[config.mk]
export PLATFORM = sky130hd
export DESIGN_NAME = header_load_sequencer
export DESIGN_NICKNAME = d
export VERILOG_FILES = /design/src/rtl/llbitcoin_pkg.sv /design/src/rtl/req_timeout_counter.sv /design/src/rtl/header_load_sequencer.sv
export SDC_FILE = /design/constraint.sdc
export NUM_CORES = 1
export LEC_CHECK = 0
export ABC_AREA = 1
export CAP_MARGIN = 10
export CORE_MARGIN = 2
export CORE_UTILIZATION = 45
export CTS_CLUSTER_DIAMETER = 40
export DETAILED_ROUTE_END_ITERATION = 10
export GPL_ROUTABILITY_DRIVEN = 0
export PLACE_DENSITY = 0.76
export RECOVER_POWER = 25
export SETUP_SLACK_MARGIN = 0.2
export SYNTH_ARGS = -nofsm -noshare
export SYNTH_HDL_FRONTEND = slang
export SYNTH_SLANG_ARGS = --single-unit
[constraint.sdc]
create_clock -name clk -period 2.4 [get_ports clk]
set_input_delay 0.24 -clock clk [delete_from_list [all_inputs] [get_ports clk]]
set_output_delay 0.24 -clock clk [all_outputs]
set_load 0.05 [all_outputs]
[src/rtl/llbitcoin_pkg.sv]
// llbitcoin_pkg: state encoding, input-handler command codes and header geometry shared across the loader datapath
package llbitcoin_pkg;
    typedef enum logic [2:0] {
        S_IDLE      = 3'd0,
        S_REQ       = 3'd1,
        S_GAP       = 3'd2,
        S_LAUNCH    = 3'd3,
        S_WAIT_CORE = 3'd4,
        S_ERROR     = 3'd5
    } state_t;
    localparam logic [7:0] CMD_NOP    = 8'h0;
    localparam logic [7:0] CMD_LOAD   = 8'h1;
    localparam logic [7:0] CMD_STATUS = 8'h2;
    localparam logic [7:0] CMD_ABORT  = 8'h3;
    localparam int WORDS_PER_HEADER = 20;
endpackage

[src/rtl/req_timeout_counter.sv]
// req_timeout_counter: reloadable down-counter watchdog; expired flags that the reload period has fully elapsed
module req_timeout_counter #(
    parameter int WIDTH = 10
) (
    input  logic             clk,
    input  logic             rst,
    input  logic             clear,
    input  logic             count_en,
    input  logic [WIDTH-1:0] load_value,
    output logic             expired
);
    logic [WIDTH-1:0] count;
    always_ff @(posedge clk or posedge rst) begin
        if (rst)
            count <= '0;
        else if (clear)
            count <= load_value;
        else if (count_en && count != '0)
            count <= count - 1'b1;
    end
    assign expired = count == '0;
endmodule

[src/rtl/header_load_sequencer.sv]
// header_load_sequencer: pulls header words from the input handler into core memory, launches the core, repeats while enabled
module header_load_sequencer
    import llbitcoin_pkg::*;
#(
    parameter int         WORDS     = WORDS_PER_HEADER,
    parameter int         ADDR_W    = 5,
    parameter int         TIMEOUT   = 1024,
    parameter logic [7:0] CMD_ABORT = llbitcoin_pkg::CMD_ABORT
) (
    input  logic              clk,
    input  logic              rst,
    input  logic              enable,
    input  logic [7:0]        command,
    input  logic [31:0]       buffer,
    input  logic              ready,
    output logic              data_request,
    output logic              mem_we,
    output logic [ADDR_W-1:0] mem_addr,
    output logic [31:0]       mem_wdata,
    input  logic              core_busy,
    input  logic              core_done,
    output logic              core_start,
    output logic              busy,
    output logic              error,
    output logic [15:0]       job_count,
    output logic [2:0]        state_dbg
);
    localparam int TW = $clog2(TIMEOUT) + 1;
    state_t state, state_n;
    logic [ADDR_W-1:0] idx, idx_n;
    logic expired, req_ready, abort, write;
    assign req_ready = state == S_REQ && enable && ready;
    assign abort     = req_ready && command == CMD_ABORT;
    assign write     = req_ready && !abort;
    assign state_dbg = state;
    // Reloads outside REQ, so every new request starts a full timeout window
    req_timeout_counter #(.WIDTH(TW)) u_timeout (
        .clk       (clk),
        .rst       (rst),
        .clear     (state != S_REQ),
        .count_en  (state == S_REQ),
        .load_value(TW'(TIMEOUT - 1)),
        .expired   (expired)
    );
    always_comb begin
        state_n = state;
        idx_n   = idx;
        case (state)
            S_IDLE: begin
                if (enable) begin
                    state_n = S_REQ;
                    idx_n   = '0;
                end
            end
            S_REQ: begin
                if (!enable)
                    state_n = S_IDLE;
                else if (abort) begin
                    state_n = S_GAP;
                    idx_n   = '0;
                end else if (write) begin
                    state_n = idx == ADDR_W'(WORDS - 1) ? S_LAUNCH : S_GAP;
                    idx_n   = idx + 1'b1;
                end else if (expired)
                    state_n = S_ERROR;
            end
            S_GAP:       state_n = enable ? S_REQ : S_IDLE;
            S_LAUNCH:    state_n = core_busy ? S_LAUNCH : S_WAIT_CORE;
            S_WAIT_CORE: begin
                if (core_done) begin
                    state_n = enable ? S_GAP : S_IDLE;
                    idx_n   = '0;
                end
            end
            S_ERROR:     state_n = enable ? S_ERROR : S_IDLE;
            default:     state_n = S_IDLE;
        endcase
    end
    // Status outputs are registered from the next state so they line up with state_dbg
    always_ff @(posedge clk or posedge rst) begin
        if (rst) begin
            state        <= S_IDLE;
            idx          <= '0;
            data_request <= 1'b0;
            busy         <= 1'b0;
            error        <= 1'b0;
            mem_we       <= 1'b0;
            mem_addr     <= '0;
            mem_wdata    <= '0;
            core_start   <= 1'b0;
            job_count    <= '0;
        end else begin
            state        <= state_n;
            idx          <= idx_n;
            data_request <= state_n == S_REQ;
            busy         <= state_n != S_IDLE;
            error        <= state_n == S_ERROR;
            mem_we       <= write;
            if (write) begin
                mem_addr  <= idx;
                mem_wdata <= buffer;
            end
            core_start <= state == S_LAUNCH && !core_busy;
            if (state == S_WAIT_CORE && core_done)
                job_count <= job_count + 1'b1;
        end
    end
endmodule
# Word level (Yosys, flattened, before mapping)
# Cells that the tools add are included.
op_classes:
  addsub: 3
  eq_ne: 14
  mux: 20
  n_reduce_logical: 16
ops:
  columns: ["cell", "n"]
  rows:
  - ["5-bit two-way mux", 5]
  - ["3-bit two-way mux", 8]
  - ["11-bit two-way mux", 2]
  - ["3-bit case mux with 6 select lines", 1]
  - ["16-bit by 1-bit adder with 16-bit output (second input constant)", 1]
  - ["5-bit case mux with 3 select lines", 1]
  - ["11-bit logical NOT", 1]
  - ["11-bit nonzero test", 1]
  - ["11-bit by 1-bit subtractor with 11-bit output (second input constant)", 1]
  - ["3-bit equality test (second input constant)", 3]
  - ["8-bit by 2-bit equality test with 1-bit output (second input constant)", 1]
  - ["1-bit logical AND", 7]
  - ["3-bit by 1-bit equality test with 1-bit output (second input constant)", 2]
  - ["3-bit by 2-bit equality test with 1-bit output (second input constant)", 2]
  - ["2-bit != test (second input constant)", 3]
  - ["3-bit nonzero test", 2]
  - ["5-bit by 1-bit adder with 5-bit output (second input constant)", 1]
  - ["5-bit equality test (second input constant)", 1]
  - ["5-bit AND reduction", 1]
  - ["3-bit logical NOT", 1]
  - ["3-bit by 1-bit != test with 1-bit output (second input constant)", 1]
  - ["3-bit != test (second input constant)", 1]
  - ["1-bit logical NOT", 2]
  - ["1-bit two-way mux", 2]
  - ["2 further kinds", 2]
word_totals:
  ff_bits: 77
  inputBits: 46
  word_cells: 64

# Depth between registers and ports, before layout
# Gate-level depths: netlist of the first run.
logic_depth:
  depth_word: 11
  depth_mapped: 10
  depth_no_buf: 10

# Cells and area by module
# From an unflattened synthesis of the first run, not the netlist that was laid out.
hier_totals:
  hier_cells: 487
  area_unflattened_um2: 3880.0
by_module_without_submodules:
  columns: ["mod", "n_inst", "cells_per_inst", "area_each_um2", "seq_area_each_um2"]
  rows:
  - ["header_load_sequencer", 1, 366, 3079.2, 1651.6]
  - ["req_timeout_counter", 1, 121, 800.8, 275.3]

# Worst setup path before layout of the first run
# No wires, ideal clock.
synth_path:
  kind: "register -> register"
  from: "reg state[2] (netlist: state_dbg[2])"
  to: "reg mem_wdata[11]"
  setup_time_ns: 0.133
  arrival_time_ns: 1.626
  required_time_ns: 2.267
  setup_slack_ns: 0.641
  stages_incl_launch_ff: 8
  path_buffers: 1
  cell_sequence: "dfrtp_1 -> inv_2 -> nand3_4 -> nor2_4 -> nand2_4 -> a21oi_4 -> clkbuf_1 -> o21ai_0"
synth_via:
  elab_chain_len: 6
synth_rtl:
  columns: ["element", "line_no", "source"]
  rows:
  - ["start: declaration", "header_load_sequencer.sv:29", "state_t state, state_n;"]
  - ["start signal: assignment", "header_load_sequencer.sv:93", "state <= state_n;"]
  - ["3-bit by 1-bit equality test with 1-bit output *", "header_load_sequencer.sv:32", "assign req_ready = state == S_REQ && enable && ready;"]
  - ["1-bit logical AND * (2 in a row)", "header_load_sequencer.sv:32", null]
  - ["1-bit logical AND", "header_load_sequencer.sv:33", "assign abort = req_ready && command == CMD_ABORT;"]
  - ["1-bit logical NOT", "header_load_sequencer.sv:34", "assign write = req_ready && !abort;"]
  - ["1-bit logical AND *", "header_load_sequencer.sv:34", null]
  - ["end signal: assignment", "header_load_sequencer.sv:101", "mem_wdata <= buffer;"]
  - ["end: declaration", "header_load_sequencer.sv:19", "output logic [31:0] mem_wdata,"]
# Every way passes the cells marked *; elsewhere a longest branch is shown, timed or not.
# A chain may end at the register's enable or synchronous reset.

# Worst setup path after layout of the first run
layout_path:
  from: "reg state[0] (netlist: state_dbg[0])"
  to: "out state_dbg[0]"
layout_rtl:
  columns: ["element", "line_no", "source"]
  rows:
  - ["end: declaration", "header_load_sequencer.sv:26", "output logic [2:0] state_dbg"]
# No word-level cell between the ends.

==> results of run 1 <==
## metrics by stage
stage / cells / util, % / instance area [sq um] / setup slack (ps) / hold WS (ps)
final: 664 / 64.7 / 5050 / 489 / 448
after global placement: 649 / 62.2 / 4850 / 573 / 487
after detailed placement: 649 / 62.2 / 4850 / 488 / 509
after CTS: 664 / 64.7 / 5050 / 473 / 373
after global routing: 664 / 64.7 / 5050 / 414 / 455
after floorplan: 445 / - / 3680 / 641 / 361
## state kept, by name, summed over array words and instances, names as in the netlist
| register | cells |
|---|---|
| mem_addr | 5 |
| error | 1 |
| idx | 5 |
| mem_we | 1 |
| mem_wdata | 32 |
| u_timeout.count | 11 |
| core_start | 1 |
| data_request | 1 |
| job_count | 16 |
| state_dbg | 3 |
| busy | 1 |
## routing by layer
metal	up-vias	GRT usage (%)	routed length [um]
met2	111	30.2	3600
met4	0	7.37	84
met3	10	5.03	687
li1	1611	-	-
met1	1416	25.4	3700
met5	-	0	0
## kinds of logic after synthesis
group,count (synthesis)
buffers and inverters,93
AO/OA/AOI/OAI,61
XOR/XNOR,18
AND/OR/NAND/NOR,192
adder cells (fa/ha/maj),4
flip-flops,77
## cell type report
class                           count  area share [%]
Clock inverter                      4           0.941
Tap cell                          102            2.53
Clock buffer                       11            3.00
Sequential cell                    77            38.1
Timing Repair Buffer              111            22.2
Multi-Input combinational cell    275            26.8
Inverter                           84            6.32
## power by group through the flow
| stage | clock, mW | sequential, mW | combinational, mW |
|---|---|---|---|
| detailed placement | 0 | 1.99 | 2.98 |
| CTS | 1.01 | 1.96 | 3.00 |
| floorplan | 0 | 3.26 | 0.693 |
| global route | 1.07 | 2.02 | 3.18 |
| global placement | 0 | 1.97 | 2.95 |
| finish | 0.978 | 1.96 | 2.98 |
## how the worst min path moves through the flow
stage / end / slack [ps]
2_1_floorplan: mem_wdata[0] / 360
3_3_place_gp: mem_addr[0] / 490
3_5_place_dp: job_count[14] / 510
4_1_cts: job_count[7] / 370
5_1_grt: mem_wdata[29] / 450
6_report: mem_wdata[5] / 450
## cell usage in the layout, fill, tap and decap left out, types with 2 or more instances in the layout
cell type / instances
inv_1: 80
ha_1: 4
xnor2_1: 4
xor2_1: 14
buf_12: 2
buf_4: 3
a21oi_1: 10
nor2_1: 37
nand2_1: 107
clkinvlp_4: 2
nor3_1: 7
o21ai_1: 16
clkbuf_8: 11
o21ai_0: 31
nand3_1: 26
dfrtp_1: 77
clkinv_2: 2
clkdlybuf4s50_1: 105
nand4_1: 8
inv_2: 2
==> results.txt, run 1 <==
peak supply drop: 0.676 mV
Synth Area in Adders: 1.36%
clk buf depth: 2
flop-to-flop setup slack: 670 ps
H-tree Lvls: 3
f_max: 0.523 GHz
Arr. time, crit path: 1670 ps
core box area: 0.00781 sq mm
Clock Skew: 6.25 ps
Std-Cell Rows: 32
# setup viols final: 0
buffer count from post-CTS setup fixing: 0
top cell type's share of synthesized area: 52.5%
Distinct cells, synth: 29
count of flip-flops with a built-in enable after synthesis: 0
first-pass GRT wire length: 13.5 mm
final setup TNS: 0 ps
Die Span Y: 94.3 um
pwr dens: 1170 mW/mm^2
io pins: 107
post-CTS sizing: 0
CP Launch Point: state_dbg[0]
FF-to-FF Start: state_dbg[2]
Die ar.: 0.00890 sq mm
synth warn: 0
WP depth: 1
compound-cell area share of the yosys netlist: 8.79%
post-synth top area cell: dfrtp_1
hpwl dp: 5.95 mm
sequential element share of the synthesized area: 52.5%
final antenna-violating net count: 0
Multi-input gate area: 0.00136 sq mm
Slew @ Worst Pin: 537 ps
mux cell area share after synthesis: 0%
Post-synth top cells: 107 x nand2_1, 81 x inv_1, 77 x dfrtp_1, 37 x nor2_1, 31 x o21ai_0
flops & latches, synth: 77
share of layout cells above drive strength 1: 5.34%
hold_sp: buffer[5]
clk sink count: 77
largest family of logic cells by synthesized area: simple AND/OR/NAND/NOR gates
Rel. slew slack: 64.1%
Switching Share: 46.1%
WP buf/inv: 1
DRT Wirelength: 8.07 mm
Residual DRC: 0
largest net degree at the start of global routing: 78
Max-Cap Viols: 0
crit path kind: flop to primary output
Post-Syn Area: 0.00367 sq mm
endpoints failing hold: 0
Post-CTS Hold Buffers: 0
Reg power frac: 33.1%
fin crit period: 1910 ps
P&R area growth vs syn: 37.6%
sw power: 2.72 mW
initial antenna violation count: 0
RSZ-0062 raised after global routing: false
final net count: 608
Synth Net Count: 495
CTS buffer count: 9
Top FF cell, synth: dfrtp_1
DR vias/cell: 4.74
root buffer cell: clkbuf_8
Tot Pwr: 5.91 mW
Avg Inst Size Synth: 8.25 sq um
Critical-path top delay cell: clkdlybuf4s50_1
worst-path cell chain: clkdlybuf4s50_1
startpoint types: flop
status: finished, final reports clean
Post-Synth Simple-Gate Area: 22.5%
worst hold path type: input port to flop
Worst-Skew Late Latency: 340 ps
Clock Pin Slew Worst Setup and Hold Paths: 70 ps
asr flop ratio synth: 100%
Fill cells: 658
worst r2r dst: idx[2]
logic gate share of total power: 50.3%
Crit path required time: 2160 ps
Global Route Usage Sum: 19.1%
CP delay by family, top: buffers and inverters
Worst Setup EP: state_dbg[0]
I/O Buffers: 106
Iter 0 DRT Violations: 101
CTS tree: yes
top-count cell post-synth: nand2_1
via count: 3148
FF+latch area: 0.00193 sq mm
Tcrit/Tclk final: 79.6%
Synth Instances: 445
endpoint class of the critical path: primary output
CP peak stage delay: 860 ps
vias in the first global route: 2999
ant diodes: 0
Clk network pwr share: 16.5%
cell-internal power: 3.19 mW
maximum fanout along the worst path: 6
grt total ovfl: 0
Die X: 94.3 um
Pleak: 2.30 nW
average wire per standard cell: 12.2 um
Initial Utilization: 47.0%
synth top area cells: dfrtp_1 52%, nand2_1 11%, inv_1 8.3%, o21ai_0 4.2%, nor2_1 3.8%
Final Max Slew Viols: 0
drt pass-1 iters: 4
Hold Path Cell Cnt: 3
R2R depth: 8
XOR/XNOR Fraction of Synth Area: 4.29%
(Power assumes the default switching activity.)
==> run 2: changes to the inputs <==
Settings changed: CORE_UTILIZATION 45 to 43.
Clock period 2.4 ns to 1.65 ns, I/O delays scaled along.
==> results.txt, run 2 (synthesized netlist as in run 1, its figures left out) <==
Die X: 96.4 um (was 94.3 um)
P&R area growth vs syn: 55.4% (was 37.6%)
ant diodes: 0 (unchanged)
worst hold path type: input port to flop (unchanged)
biggest regs: mem_wdata (32), job_count (16), u_timeout.count (11) (unchanged)
Tot Pwr: 9.52 mW (was 5.91 mW)
Slew @ Worst Pin: 1120 ps (was 537 ps)
fin crit period: 1530 ps
H-tree Lvls: 3 (unchanged)
clk sink count: 77 (unchanged)
core box area: 0.00826 sq mm (was 0.00781 sq mm)
endpoint class of the critical path: flop (was primary output)
commonest cells after routing, fill and taps aside: 94 x nand2_1, 74 x inv_1, 68 x buf_4, 67 x dfrtp_1, 45 x clkdlybuf4s50_1 (was 107 x nand2_1, 105 x clkdlybuf4s50_1, 80 x inv_1, 77 x dfrtp_1, 37 x nor2_1)
maximum fanout along the worst path: 7 (was 6)
placed instance count: 660 (was 649)
share of layout cells above drive strength 1: 30.1% (was 5.34%)
Tcrit/Tclk final: 92.9%
DRT Wirelength: 10.4 mm (was 8.07 mm)
drt pass-1 iters: 5 (was 4)
largest net degree at the start of global routing: 47 (was 78)
max reg flops: 32 (unchanged)
root buffer cell: clkbuf_8 (unchanged)
Std-Cell Rows: 33 (was 32)
average wire per standard cell: 14.6 um (was 12.2 um)
DR vias/cell: 4.92 (was 4.74)
first-pass GRT wire length: 15.2 mm (was 13.5 mm)
Most flops, register: mem_wdata (unchanged)
final net count: 650 (was 608)
crit path kind: flop to flop (was flop to primary output)
Crit path required time: 1880 ps (was 2160 ps)
status: finished, final reports clean (unchanged)
vias in the first global route: 3322 (was 2999)
peak supply drop: 0.940 mV (was 0.676 mV)
grt total ovfl: 0 (unchanged)
Clock Pin Slew Worst Setup and Hold Paths: 80 ps (was 70 ps)
Die Span Y: 96.4 um (was 94.3 um)
f_max: 0.652 GHz
Post-CTS Hold Buffers: 0 (unchanged)
RSZ-0062 raised after global routing: true (was false)
initial antenna violation count: 0 (unchanged)
Die ar.: 0.00930 sq mm (was 0.00890 sq mm)
Max-Cap Viols: 0 (unchanged)
non-filler cells, final: 710 (was 664)
Initial Utilization: 44.5% (was 47.0%)
Residual DRC: 0 (unchanged)
final antenna-violating net count: 0 (unchanged)
Arr. time, crit path: 1760 ps (was 1670 ps)
Fill cells: 626 (was 658)
Iter 0 DRT Violations: 124 (was 101)
endpoints failing hold: 0 (unchanged)
pwr dens: 1670 mW/mm^2 (was 1170 mW/mm^2)
Worst-Skew Late Latency: 350 ps (was 340 ps)
final core occ: 69.1% (was 64.7%)
most common cell after layout, fill and taps aside: nand2_1 (unchanged)
startpoint types: flop (unchanged)
clk buf depth: 2 (unchanged)
Global Route Usage Sum: 20.9% (was 19.1%)
CTS tree: yes (unchanged)
hpwl dp: 6.30 mm (was 5.95 mm)
Final Max Slew Viols: 0 (unchanged)
Clock Skew: 11.2 ps (was 6.25 ps)
CTS buffer count: 9 (unchanged)
# setup viols final: 0 (unchanged)
via count: 3494 (was 3148)
Pleak: 2.71 nW (was 2.30 nW)
io pins: 107 (unchanged)
I/O Buffers: 106 (unchanged)
Rel. slew slack: 25.1% (was 64.1%)
[run 2: critical path, cell delays in order, from the launching register on]
cell and delay (ps):
dfrtp_2 430, inv_4 90, nand3_4 70, nor2_4 110
nand2_4 80, a21oi_4 160, buf_6 140, buf_6 120
clkbuf_16 150, o21ai_1 70
[run 2: path summary, 6_finish.rpt]
kind / startpoint / endpoint / slack [ps] / cells after the start
setup / recovery: state_dbg[1] / mem_wdata[24] / 120 / 9
hold / removal: buffer[2] / mem_wdata[2] / 350 / 3
setup reg to reg: state_dbg[1] / mem_wdata[24] / 120 / 9
hold reg to reg: job_count[6] / job_count[6] / 510 / 1
max in group asynchronous: rst / state_dbg[2] / 320 / 3
min in group asynchronous: rst / mem_wdata[14] / 420 / 3
[run 2: area by class of cell]
| cell class | count | area, sq um | area share [%] |
|---|---|---|---|
| clock buffer | 11 | 141 | 2.48 |
| sequential | 77 | 1940 | 34.0 |
| inverter | 84 | 332 | 5.81 |
| multi-input combinational | 275 | 1590 | 27.9 |
| clock inverter | 5 | 83.8 | 1.47 |
| timing repair buffer | 153 | 1490 | 26.1 |
| tap | 105 | 131 | 2.30 |
[run 2: report_power, final]
part,internal (mW),switching [mW]
clock network,0.896,0.695
logic,1.70,3.29
registers,2.49,0.450
total,5.09,4.44
[run 2: what timing repair did]
item                                    CTS  global route
pin swaps                                 5            16
setup buffers                            17            10
gates resized for setup                  39            60
endpoints found under the setup margin   68            71
cloned                                    3             4
[run 2: through the flow]
stage                     hold WS [ps]  setup TNS, ps  worst slack (ps)  area (sq um)
after global routing               362              0              33.7          5710
final                              355              0               117          5710
after global placement             488              0              17.0          4890
after floorplan                    286              0              59.8          3740
after detailed placement           489          -93.2             -29.2          4890
after CTS                          237              0               161          5360
[run 2: per-layer routing]
layer  part of all wire [%]  track usage, %  vias to the layer above
met5                      0               0                        -
met4                    1.8            5.63                        0
met3                    8.0            5.20                       17
met2                     50            35.6                      139
met1                     40            26.5                     1644
li1                       -               -                     1694
